==> src/rtl/riscv_pkg.sv <==
// Shared types and constants for the instruction-fetch front end.
package riscv_pkg;

   localparam int XLEN = 32;

   // Canonical NOP (addi x0, x0, 0) shown to decode when nothing is valid.
   localparam logic [XLEN-1:0] NOP_INSTR = 32'h0000_0013;

   // Default first fetch address after reset.
   localparam logic [XLEN-1:0] RESET_PC_DEFAULT = 32'h0000_0000;

   // One fetched instruction together with the address it came from.
   typedef struct packed {
      logic [XLEN-1:0] pc;
      logic [XLEN-1:0] instr;
   } fetch_entry_t;

   // Saturating increment for the performance counters.
   function automatic logic [XLEN-1:0] sat_inc(input logic [XLEN-1:0] v);
      return (v == '1) ? v : v + 1'b1;
   endfunction

endpackage

==> src/rtl/fetch_buffer.sv <==
// Two-entry in-order FIFO of fetched instructions. Slot 0 is always the head,
// so the head is a plain register read with no pointer mux in front of it.
module fetch_buffer
   import riscv_pkg::*;
(
   input  logic         clk,
   input  logic         rst_n,
   input  logic         push,
   input  logic         pop,
   input  logic         flush,
   input  fetch_entry_t push_entry,
   output fetch_entry_t head,
   output logic [1:0]   occupancy
);

   fetch_entry_t entry_q [2];
   logic [1:0]   occ_q;

   // Occupancy: flush wins over push/pop; reset is synchronous.
   // NOTE: sequential state uses non-blocking (<=) so every register samples
   // the pre-edge value of its inputs, independent of statement order.
   always_ff @(posedge clk) begin
      if (!rst_n) begin
         occ_q <= 2'd0;
      end else if (flush) begin
         occ_q <= 2'd0;
      end else begin
         occ_q <= occ_q + 2'(push) - 2'(pop);
      end
   end

   // Entry storage: shift toward slot 0 on pop, write the first free slot on push.
   // NOTE: the data slots are deliberately not reset; occupancy alone decides
   // which slots are live, and the top masks the head when occupancy is zero.
   always_ff @(posedge clk) begin
      if (!flush) begin
         if (pop) begin
            entry_q[0] <= (push && occ_q == 2'd1) ? push_entry : entry_q[1];
            if (push && occ_q == 2'd2) begin
               entry_q[1] <= push_entry;
            end
         end else if (push) begin
            if (occ_q == 2'd0) begin
               entry_q[0] <= push_entry;
            end else begin
               entry_q[1] <= push_entry;
            end
         end
      end
   end

   assign head      = entry_q[0];
   assign occupancy = occ_q;

   // The issue rule upstream guarantees space; a push into a full buffer
   // or a pop from an empty one means that rule is broken.
   a_no_overflow: assert property (@(posedge clk) disable iff (!rst_n)
      !(push && !pop && !flush && occ_q == 2'd2));
   a_no_underflow: assert property (@(posedge clk) disable iff (!rst_n)
      !(pop && !flush && occ_q == 2'd0));

endmodule

==> src/rtl/fetch_unit.sv <==
// Instruction-fetch stage: owns the PC, drives the ROM address, hides the
// ROM's one-cycle read latency and hands {pc, instr} to decode over valid/ready.
module fetch_unit
   import riscv_pkg::*;
#(
   parameter logic [XLEN-1:0] RESET_PC  = RESET_PC_DEFAULT,
   parameter int              BUF_DEPTH = 2
) (
   input  logic        clk,
   input  logic        rst_n,
   output logic [31:0] imem_addr,
   input  logic [31:0] imem_instr,
   output logic        if_valid,
   output logic [31:0] if_pc,
   output logic [31:0] if_instr,
   input  logic        id_ready,
   input  logic        redirect_valid,
   input  logic [31:0] redirect_pc,
   output logic        fetch_fault,
   output logic [31:0] fault_pc,
   output logic [31:0] perf_fetched,
   output logic [31:0] perf_stall
);

   logic [31:0]  pc_q, pc_d;
   logic         inflight_q;
   logic [31:0]  inflight_pc_q;
   logic         fault_q;
   logic [31:0]  fault_pc_q;
   logic [31:0]  perf_fetched_q, perf_stall_q;

   logic         deq, redirect_taken, issue, push, pop;
   logic [2:0]   pending;
   logic [1:0]   occ;
   fetch_entry_t head;

   assign if_valid = (occ != 2'd0);

   // Handshake, issue decision and next PC.
   // NOTE: every signal assigned in this block gets a default first, so no
   // path leaves it unassigned and no latch is inferred.
   always_comb begin
      deq            = if_valid & id_ready;
      redirect_taken = redirect_valid & ~fault_q;
      pending        = {1'b0, occ} + {2'b00, inflight_q} - {2'b00, deq};
      issue          = ~fault_q & ~redirect_valid & (pending < 3'(BUF_DEPTH));
      push           = inflight_q & ~redirect_valid;
      pop            = deq & ~redirect_valid;
      pc_d           = pc_q;
      if (redirect_taken) begin
         pc_d = redirect_pc;
      end else if (issue) begin
         pc_d = pc_q + 32'd4;
      end
   end

   // PC and in-flight ROM read tracking.
   always_ff @(posedge clk) begin
      if (!rst_n) begin
         pc_q          <= RESET_PC;
         inflight_q    <= 1'b0;
         inflight_pc_q <= '0;
      end else begin
         pc_q       <= pc_d;
         inflight_q <= issue;
         if (issue) begin
            inflight_pc_q <= pc_q;
         end
      end
   end

   // Sticky misaligned-redirect fault; only the first one is recorded.
   always_ff @(posedge clk) begin
      if (!rst_n) begin
         fault_q    <= 1'b0;
         fault_pc_q <= '0;
      end else if (redirect_taken && redirect_pc[1:0] != 2'b00) begin
         fault_q    <= 1'b1;
         fault_pc_q <= redirect_pc;
      end
   end

   // Saturating performance counters; a transfer squashed by a redirect is not counted.
   always_ff @(posedge clk) begin
      if (!rst_n) begin
         perf_fetched_q <= '0;
         perf_stall_q   <= '0;
      end else begin
         if (deq && !redirect_valid) begin
            perf_fetched_q <= sat_inc(perf_fetched_q);
         end
         if (if_valid && !id_ready) begin
            perf_stall_q <= sat_inc(perf_stall_q);
         end
      end
   end

   fetch_buffer u_buf (
      .clk        (clk),
      .rst_n      (rst_n),
      .push       (push),
      .pop        (pop),
      .flush      (redirect_valid),
      .push_entry ({inflight_pc_q, imem_instr}),
      .head       (head),
      .occupancy  (occ)
   );

   assign imem_addr    = pc_q;
   assign if_pc        = if_valid ? head.pc : '0;
   assign if_instr     = if_valid ? head.instr : NOP_INSTR;
   assign fetch_fault  = fault_q;
   assign fault_pc     = fault_pc_q;
   assign perf_fetched = perf_fetched_q;
   assign perf_stall   = perf_stall_q;

endmodule

==> config.mk <==
export PLATFORM = sky130hd
export DESIGN_NAME = fetch_unit
export DESIGN_NICKNAME = d
export VERILOG_FILES = /design/src/rtl/riscv_pkg.sv /design/src/rtl/fetch_buffer.sv /design/src/rtl/fetch_unit.sv
export SDC_FILE = /design/constraint.sdc
export NUM_CORES = 1
export LEC_CHECK = 0
export CELL_PAD_IN_SITES_DETAIL_PLACEMENT = 0
export CELL_PAD_IN_SITES_GLOBAL_PLACEMENT = 1
export CORE_AREA = 8 8 244 246
export CTS_CLUSTER_SIZE = 12
export DETAILED_ROUTE_END_ITERATION = 8
export DIE_AREA = 0 0 252 254
export DONT_BUFFER_PORTS = 1
export PLACE_DENSITY = 0.41
export SLEW_MARGIN = 20
export SYNTH_ARGS = -nofsm -noshare
export SYNTH_HDL_FRONTEND = slang
export SYNTH_HIERARCHICAL = 1
export SYNTH_SLANG_ARGS = --single-unit
export TNS_END_PERCENT = 100
==> constraint.sdc <==
create_clock -name clk -period 15.4 [get_ports clk]
set_input_delay 3.08 -clock clk [delete_from_list [all_inputs] [get_ports clk]]
set_output_delay 3.08 -clock clk [all_outputs]
set_load 0.005 [all_outputs]
==> key figures, run 1 <==
Timing
  • Final setup fails: 0
  • Final period util: 0.372
  • Final hold vios: 0
  • Worst Slack Setup Final: 9670 ps
  • Pins Over Slew Limit: 0
  • Tightest Pin Transition: slightly below 1000 ps
  • Post-Route Skew: about 24 ps
  • Tmin final: roughly 5700 ps
  • Max-slew headroom: 0.338
  • RSZ-0062 raised after global routing: no
  • Highest Clock Rate: 174 MHz
  • Setup TNS: 0 ps

Synth
  • EDFF count, synth: between 100 and 150
  • Syn_area_per_cell: around 10 um^2
  • Mapped Area: 13200 um^2
  • Post-synthesis register bit count: 292
  • Syn Inst Count: 1287
  • Synth Net Count: roughly 1.4k
  • Sequential area share after synthesis: 0.540
  • Ys Warns: 6
  • Synth unique cells: 67
  • Async set-reset flop share out of synthesis: 0
  • Top_reg_cell synth: dfxtp_1

Cells and area
  • Finished Layout Cells: a little under 2k
  • Area occupied by multi-input gates: 5240 um^2
  • Nets: between 1k and 1.5k
  • Ratio of cells with drive above 1 in the final layout: 0.130
  • Most common cell after layout, fill and taps aside: nand2_1
  • Flip-flop and latch area: about 7100 um^2
  • Fillers: ~5.9k
  • N_diodes: 0
  • Area delta synth->final: 11.3%
  • Most frequent cells in the layout: nand2_1, dfxtp_1, a21oi_1, edfxtp_1, mux2_2

Worst hold path
  • Hold Path Stages: 0
  • Hold path startpoint: inflight_pc_q[13]
  • Hold Path Class: flip-flop to flip-flop
  • Hold path endpoint: u_buf/entry_q[0][109]

Clocking
  • Clk_lat worst skew: about 550 ps
  • Hold-fix buffers, CTS: 0
  • Post_cts resized: 0
  • Number of CTS-inserted buffers: 37
  • Root buffer cell: clkbuf_16
  • Sink Count: approximately 290
  • CTS clk-pin slew, worst paths: 60 ps
  • Bufs on Longest Clock Path: 3
  • CTS tree: yes
  • Htree depth: 2
  • Postcts setup bufs: 0

Routing
  • ANT nets after route: 0
  • DR WL/cell: 20.8 um
  • Vias: 9172
  • Drt pass-1 iters: 4
  • Routed WL: a little over 40000 um
  • Detailed Route Iter0 Violations: roughly 370
  • Vias/cell: ~4.6
  • DRC: 0

Place
  • Placer Congestion: about 0.7
  • Placed cell count: 1925
  • IO Port Bufs: 0
  • Post-place setup slack: between 9000 and 10000 ps
  • DPL Wire Length: about 28000 um

Critical path
  • Crit-path cells: o21ai_1 > inv_1 > ha_1 > nand2b_1 > fa_1 > xor2_1 > nor4b_4 > buf_4 > nor2_1 > buf_4 > a22o_1 > o31a_1
  • Buffers & Inverters on Critical Path: 3
  • R2R depth: 12
  • Critical path arrival: between 6000 and 7000 ps
  • Type of the worst setup path: input port to flip-flop
  • CP required: about 16000 ps
  • Crit path max-delay family: buffers and inverters
  • Slowest stage cell, crit path: buf_4
  • Critical path launch point type: input port
  • CP endpoint kind: flip-flop
  • Capturing point of the worst reg2reg path: imem_addr[23]
  • Flop2flop setup slack: ~12000 ps
  • Critical path origin: id_ready
  • Reg2reg start: u_buf/occupancy[1]
  • Crit Path Max Fanout: 47
  • Worst path most repeated cell: buf_4
  • Largest stage delay, worst path: ~500 ps

Floorplan
  • Die X: roughly 250 um
  • Row count: just under 90
  • Die ar.: roughly 64000 um^2
  • IO Count: approximately 260
  • Core box area: around 56000 um^2
  • Initial Util: 0.237
  • Vert. Die Dim: between 200 and 300 um

Power and ir drop
  • Power per cell area: 122 nW/um^2
  • Maximum VDD drop: ~67 uV
  • P_leak: approximately 4.8 nW
  • Pwr Total: about 0.0018 W

GRT
  • Vias in the first global route: about 8.9k
  • Grt total ovfl: 0
  • Pin count of the biggest net entering global routing: 78
  • Initial antenna violation count: 0
  • First-pass GRT wire length: 61900 um
  • Total GRT Usage: 0.126

Status
  • Status: complete, no violations

Flow run
  • MaxCap Viol Count: 0
## per-stage QoR
step            util  hold WS, ps  instance area (um^2)
4_1_cts        0.264          455                 14700
3_5_place_dp   0.242          442                 13500
3_3_place_gp   0.242          445                 13500
2_1_floorplan      -          426                 13200
6_report       0.264          455                 14700
5_1_grt        0.264          468                 14700
## synth_stat cells (4+ instances only)
| library cell | n | area (um^2) |
|---|---|---|
| mux2i_1 | 8 | 80.1 |
| a22oi_1 | 5 | 37.5 |
| a21oi_1 | 128 | 641 |
| o31a_1 | 4 | 35.0 |
| edfxtp_1 | 128 | 3840 |
| a31oi_1 | 13 | 81.3 |
| o31ai_1 | 10 | 75.1 |
| buf_4 | 65 | 488 |
| o41ai_1 | 7 | 61.3 |
| xnor2_1 | 5 | 43.8 |
| a32oi_1 | 6 | 52.6 |
| nor3_1 | 13 | 65.1 |
| nand4_1 | 28 | 175 |
| nor4_4 | 5 | 106 |
| and4_1 | 7 | 61.3 |
| nor4_1 | 9 | 56.3 |
| buf_6 | 6 | 67.6 |
| mux2_2 | 64 | 721 |
| o21a_1 | 5 | 37.5 |
| nand2b_1 | 19 | 119 |
| ha_1 | 6 | 75.1 |
| o21ai_0 | 42 | 210 |
| o21ai_1 | 8 | 40.0 |
| nand2_1 | 191 | 717 |
| nor2_1 | 42 | 158 |
| and3_1 | 14 | 87.6 |
| buf_1 | 7 | 26.3 |
| xor2_1 | 5 | 43.8 |
| or4_1 | 10 | 75.1 |
| and2_1 | 62 | 388 |
| o311ai_0 | 7 | 61.3 |
| nand3_1 | 31 | 155 |
| buf_2 | 11 | 55.1 |
| clkbuf_1 | 45 | 169 |
| inv_1 | 17 | 63.8 |
| or3_1 | 35 | 219 |
| dfxtp_1 | 164 | 3280 |
| o211ai_1 | 8 | 60.1 |
| a41oi_1 | 6 | 52.6 |
## per-layer routing
layer	vias up	routed length, um	global-route usage	share of wire
met3	42	3740	0.0519	0.090
li1	4461	-	-	-
met5	-	0	0	0
met1	4432	18600	0.164	0.45
met2	237	18200	0.189	0.44
met4	0	783	0.0339	0.019
## sequential cells by signal, summed over array words and instances (netlist names)
| name | flops |
|---|---|
| inflight_pc_q | 32 |
| fetch_fault | 1 |
| u_buf/occupancy | 2 |
| perf_fetched | 32 |
| u_buf/entry_q | 128 |
| imem_addr | 32 |
| perf_stall | 32 |
| fault_pc | 32 |
| inflight_q | 1 |
## report_power, final
group          total (W)  switching, W  internal, W
Clock           0.000867      0.000343     0.000524
Combinational  0.0000752     0.0000510    0.0000242
Sequential      0.000851     0.0000267     0.000825
## final cells by class
cell class	count	area share
Clock buffer	49	0.0710
Inverter	17	0.00451
Tap cell	756	0.0644
Clock inverter	16	0.0102
Multi-Input combinational cell	844	0.357
Timing Repair Buffer	16	0.00818
Sequential cell	292	0.485
## worst max path at each step
stage	cells past startpoint	to
after floorplan	4	u_buf/entry_q[0][100]
final	12	imem_addr[23]
after CTS	12	imem_addr[23]
after detailed placement	12	imem_addr[23]
after global routing	12	imem_addr[27]
after global placement	12	imem_addr[23]
## cells by family after synthesis
family                     synth area share
AOI/OAI and AO/OA                     0.120
xor gates and xnor gates            0.00663
adders and majority gates           0.00720
buffers and inverters                0.0659
DFF                                   0.540
muxes                                0.0607
and+or+nand+nor                       0.200
Note: power is estimated with default switching activity, not from simulation.
==> run 2: changes to the inputs <==
clock period = 5.7 ns   (was 15.4 ns; I/O delays follow)
==> run 2 against run 1 <==
Compared with the run above:
- cell area up 0.93%
- register-to-register slack lost 9600 ps
- critical path depth is 2 lower
- worst hold slack improved by 7.7 ps
- wire length grew 1.2%
- highest routed layer unchanged
- non-clock buffer count grew 4
- largest cell class unchanged
- first-iteration DRC count grew 7.4%
- power grew to 2.8 times the previous value
- cell count up 0.50%
==> key figures, run 2 (synthesized netlist as in run 1, its figures left out) <==
Routing
  • Vias/cell: 4.63 (+0.50%)
  • ANT nets after route: 0 (unchanged)
  • DRC: 0 (unchanged)
  • DR WL/cell: 20.9 um (+0.69%)
  • Drt pass-1 iters: 5 (+1)
  • Routed WL: 41900 um (+1.2%)
  • Vias: 9264 (+1.0%)
  • Detailed Route Iter0 Violations: 392 (+7.4%)

Cells and area
  • Max FFs per register: 128 (unchanged)
  • Most common cell after layout, fill and taps aside: nand2_1
  • Ratio of cells with drive above 1 in the final layout: 0.142 (+0.0118)
  • Most frequent cells in the layout: nand2_1, dfxtp_1, a21oi_1, edfxtp_1, mux2_2
  • Final core occ: 0.266 (+0.00245)
  • N_diodes: 0 (unchanged)
  • Nets: 1289 (+0.47%)
  • Largest register by flop count: u_buf/entry_q
  • Area delta synth->final: 12.3%

Critical path
  • Slowest stage cell, crit path: or4b_2
  • Buffers & Inverters on Critical Path: 2 (-1)
  • Type of the worst setup path: flip-flop to flip-flop
  • Critical path launch point type: flip-flop
  • Crit path max-delay family: simple AND/OR/NAND/NOR gates
  • Critical path arrival: 4100 ps (-2070 ps)
  • CP required: 6100 ps (-9740 ps)
  • Crit Path Max Fanout: 33 (-30%)
  • Largest stage delay, worst path: 1000 ps (+500 ps)
  • Crit-path cells: o21ai_1 > inv_1 > ha_1 > nand2b_1 > fa_1 > xor2_1 > or4b_2 > buf_4 > nand2_1 > a21oi_1
  • CP endpoint kind: flip-flop

Power and ir drop
  • Power per cell area: 333 nW/um^2 (+170%)
  • Maximum VDD drop: 183 uV (+170%)
  • P_leak: 4.84 nW (+1.4%)

Timing
  • Final hold vios: 0 (unchanged)
  • Final period util: 0.649
  • Post-Route Skew: 16.4 ps (-7.39 ps)
  • Worst Slack Setup Final: 2000 ps (-7670 ps)
  • Tightest Pin Transition: 1000 ps (+6.78 ps)
  • Pins Over Slew Limit: 0 (unchanged)
  • Tmin final: 3700 ps
  • Max-slew headroom: 0.333 (-0.00452)
  • Highest Clock Rate: roughly 270 MHz
  • RSZ-0062 raised after global routing: no
  • Setup TNS: 0 ps (unchanged)
  • Final setup fails: 0 (unchanged)

Clocking
  • Hold-fix buffers, CTS: 0 (unchanged)
  • CTS tree: yes
  • CTS clk-pin slew, worst paths: 60 ps (about the same)
  • Postcts setup bufs: 0 (unchanged)
  • Number of CTS-inserted buffers: 39 (+5.4%)
  • Post_cts resized: 0 (unchanged)
  • Htree depth: 2 (unchanged)
  • Bufs on Longest Clock Path: 3 (unchanged)
  • Clk_lat worst skew: 550 ps (about the same)
  • Sink Count: 292 (unchanged)
  • Root buffer cell: clkbuf_16

Floorplan
  • Row count: 87 (unchanged)
  • Die ar.: 64000 um^2 (unchanged)
  • Initial Util: 0.237 (unchanged)
  • Vert. Die Dim: 254 um (unchanged)
  • Core box area: 55700 um^2 (unchanged)
  • IO Count: 262 (unchanged)
  • Die X: 252 um (unchanged)

Place
  • Post-place setup slack: 1440 ps (-7610 ps)
  • IO Port Bufs: 0 (unchanged)
  • Placer Congestion: 0.721 (+0.22%)
  • DPL Wire Length: 28600 um (+2.7%)

GRT
  • First-pass GRT wire length: 62100 um (+0.37%)
  • Vias in the first global route: 8954 (+0.20%)
  • Total GRT Usage: 0.126 (+0.000570)
  • Pin count of the biggest net entering global routing: 65 (-17%)
  • Grt total ovfl: 0 (unchanged)
  • Initial antenna violation count: 2 (+2)

Flow run
  • MaxCap Viol Count: 0 (unchanged)

Status
  • Status: complete, no violations

Worst hold path
  • Hold Path Class: flip-flop to flip-flop
run 2: area by class of cell:
type	count	area (um^2)
clock buffers	57	1160
flip-flops and latches	292	7130
multi-input cells	844	5260
clock inverters	14	111
well taps	756	946
fillers	5987	40900
repair buffers	20	150
inverters	17	66.3
run 2: path summary, 6_finish.rpt:
check / to / slack, ps / cells after the start / start
min: u_buf/entry_q[0][103] / 460 / 0 / inflight_pc_q[7]
min reg2reg: u_buf/entry_q[0][103] / 460 / 0 / inflight_pc_q[7]
max: inflight_pc_q[11] / 2000 / 10 / u_buf/occupancy[1]
max reg2reg: inflight_pc_q[11] / 2000 / 10 / u_buf/occupancy[1]
run 2: power breakdown:
part	internal [W]	switching [W]	leakage [nW]
Sequential	0.00223	0.0000709	2.54
Clock	0.00146	0.000974	0.636
Combinational	0.0000682	0.000139	1.66
run 2: metal layers:
layer,track usage,part of all wire,up-vias
li1,-,-,4470
met1,0.168,0.46,4500
met2,0.187,0.43,238
met3,0.0460,0.083,56
met4,0.0423,0.023,0
met5,0,0,-
run 2: worst register-to-register path: cells and delay by family, from the launching register on:
family | cells | cell delay, ps
adder cells (fa/ha/maj) | 2 | 640
AND/OR/NAND/NOR | 3 | 1280
flip-flops | 1 | 420
buffers and inverters | 2 | 480
XOR/XNOR | 1 | 180
AO/OA/AOI/OAI | 2 | 530
run 2: per-stage QoR:
step / hold WS, ps / instances / power (W) / area [um^2]
floorplan: 426 / 1287 / 0.00248 / 13200
global placement: 448 / 1929 / 0.00256 / 13500
detailed placement: 451 / 1929 / 0.00256 / 13500
CTS: 465 / 2000 / 0.00507 / 14800
global route: 473 / 2000 / 0.00517 / 14800
finish: 462 / 2000 / 0.00494 / 14800
==> run 3: changes to the inputs <==
clock period = 3.7 ns   (was 5.7 ns; I/O delays follow)
==> run 3 against run 2 <==
Compared with the run above:
- utilization is 0.18 points higher
- maximum frequency rose by 17%
- die area stayed put
- cell area grew 0.68%
- sequential power rose by 54%
- largest cell class unchanged
- highest routed layer unchanged
==> key figures, run 3 (synthesized netlist as in run 1, its figures left out) <==
Critical path
  • Critical path launch point type: flip-flop
  • Crit Path Max Fanout: 33 (unchanged)
  • Largest stage delay, worst path: 610 ps (-390 ps)
  • CP required: 4110 ps (-1990 ps)
  • Slowest stage cell, crit path: or4b_2
  • Type of the worst setup path: flip-flop to flip-flop
  • Flop2flop setup slack: 540 ps (-1460 ps)
  • Crit-path cells: o21ai_2 > inv_1 > ha_1 > nand2b_1 > fa_1 > xor2_1 > or4b_2 > buf_4 > buf_4 > nand2_1 > a21oi_1
  • Critical path arrival: 3570 ps (-530 ps)
  • CP endpoint kind: flip-flop
  • Worst path most repeated cell: buf_4

Routing
  • DRC: 0 (unchanged)
  • Detailed Route Iter0 Violations: 503 (+28%)
  • Vias: 9249 (-0.16%)
  • Routed WL: 41200 um (-1.5%)
  • DR WL/cell: 20.6 um (-1.9%)
  • Drt pass-1 iters: 5 (unchanged)
  • Vias/cell: 4.61 (-0.51%)
  • ANT nets after route: 0 (unchanged)

Place
  • Dpl cell area: 13700 um^2 (+1.2%)
  • DPL Wire Length: 28900 um (+0.97%)
  • IO Port Bufs: 0 (unchanged)
  • Placed cell count: 1940 (+0.57%)
  • Placer Congestion: 0.722 (+0.11%)

Power and ir drop
  • Maximum VDD drop: 233 uV (+27%)
  • Power per cell area: 507 nW/um^2 (+52%)
  • P_leak: 4.89 nW (+0.87%)

Timing
  • Pins Over Slew Limit: 0 (unchanged)
  • Setup TNS: 0 ps (unchanged)
  • Highest Clock Rate: 316 MHz (+17%)
  • Tmin final: 3160 ps (-537 ps)
  • Final hold vios: 0 (unchanged)
  • RSZ-0062 raised after global routing: no
  • Max-slew headroom: 0.323 (-0.0104)
  • Final period util: 0.855 (+0.206)
  • Tightest Pin Transition: 1000 ps (+4.62 ps)
  • Post-Route Skew: 16.3 ps (-0.0726 ps)
  • Worst hold slack: 276 ps (-186 ps)
  • Final setup fails: 0 (unchanged)

Cells and area
  • Most common cell after layout, fill and taps aside: nand2_1
  • Ratio of cells with drive above 1 in the final layout: 0.145 (+0.00320)
  • Finished Layout Cells: 2007 (+0.35%)
  • Area delta synth->final: 13.1%
  • Max FFs per register: 128 (unchanged)
  • N_diodes: 0 (unchanged)
  • Most frequent cells in the layout: nand2_1, dfxtp_1, a21oi_1, edfxtp_1, mux2_2
  • Post-Layout Inst Area: 14900 um^2 (+0.68%)
  • Final core occ: 0.268 (+0.00182)
  • Nets: 1299 (+0.78%)
  • Largest register by flop count: u_buf/entry_q

Clocking
  • Postcts setup bufs: 0 (unchanged)
  • Sink Count: 292 (unchanged)
  • Htree depth: 2 (unchanged)
  • Number of CTS-inserted buffers: 38 (-2.6%)
  • Root buffer cell: clkbuf_16
  • CTS tree: yes
  • Post_cts resized: 0 (unchanged)
  • Clk_lat worst skew: 550 ps (about the same)
  • CTS clk-pin slew, worst paths: 60 ps (about the same)
  • Hold-fix buffers, CTS: 0 (unchanged)
  • Bufs on Longest Clock Path: 3 (unchanged)

Floorplan
  • IO Count: 262 (unchanged)
  • Initial Util: 0.237 (unchanged)
  • Vert. Die Dim: 254 um (unchanged)
  • Core box area: 55700 um^2 (unchanged)
  • Die X: 252 um (unchanged)
  • Die ar.: 64000 um^2 (unchanged)
  • Row count: 87 (unchanged)

GRT
  • Total GRT Usage: 0.124 (-0.00202)
  • First-pass GRT wire length: 61500 um (-0.95%)
  • Vias in the first global route: 8832 (-1.4%)
  • Pin count of the biggest net entering global routing: 66 (+1.5%)
  • Grt total ovfl: 0 (unchanged)
  • Initial antenna violation count: 0 (-2)

Worst hold path
  • Hold Path Class: input port to flip-flop

Flow run
  • MaxCap Viol Count: 0 (unchanged)

Status
  • Status: complete, no violations
-- run 3: changes by cell type in the layout (fill, tap and decap cells not counted), moves of 2 or more --
| cell | before | now |
|---|---|---|
| buf_12 | 0 | 5 |
| buf_4 | 20 | 26 |
| bufinv_16 | 1 | 3 |
| clkbuf_1 | 7 | 11 |
| clkbuf_8 | 10 | 5 |
| clkinv_1 | 1 | 3 |
| clkinv_2 | 9 | 4 |
-- run 3: final cells by class --
type,instances,area [um^2]
sequential,292,7130
timing repair buffer,31,295
fill,5999,40800
clock inverter,12,139
inverter,17,66.3
tap,756,946
clock buffer,55,1090
multi-input combinational,844,5270
-- run 3: critical path, delay by kind of cell (launching register included) --
family | cells | cell delay, ps
flops | 1 | 530
xor+xnor | 1 | 180
buf+inv | 3 | 650
fa+ha+maj | 2 | 580
compound gates | 2 | 180
simple gates | 3 | 880
-- run 3: path summary, 6_finish.rpt --
path                            to                from  cells after the start
max              inflight_pc_q[21]  u_buf/occupancy[0]                     11
min             u_buf/occupancy[1]      redirect_valid                      1
max reg2reg      inflight_pc_q[21]  u_buf/occupancy[0]                     11
min reg2reg  u_buf/entry_q[0][124]   inflight_pc_q[28]                      0
-- run 3: power by group --
part | switching [W] | internal [W] | total (W)
logic | 0.000219 | 0.000116 | 0.000336
registers | 0.000106 | 0.00343 | 0.00354
clock network | 0.00146 | 0.00224 | 0.00370
-- run 3: per-stage QoR --
stage               setup WS, ps  power, W
floorplan                  -9.67   0.00382
global placement             341   0.00395
detailed placement           314   0.00396
CTS                          475   0.00776
global route                 313   0.00791
finish                       537   0.00757
-- run 3: layer usage --
layer / GRT usage / vias to the layer above / share of wire
li1: - / 4483 / -
met1: 0.163 / 4475 / 0.45
met2: 0.186 / 244 / 0.44
met3: 0.0520 / 47 / 0.092
met4: 0.0317 / 0 / 0.019
met5: 0 / - / 0
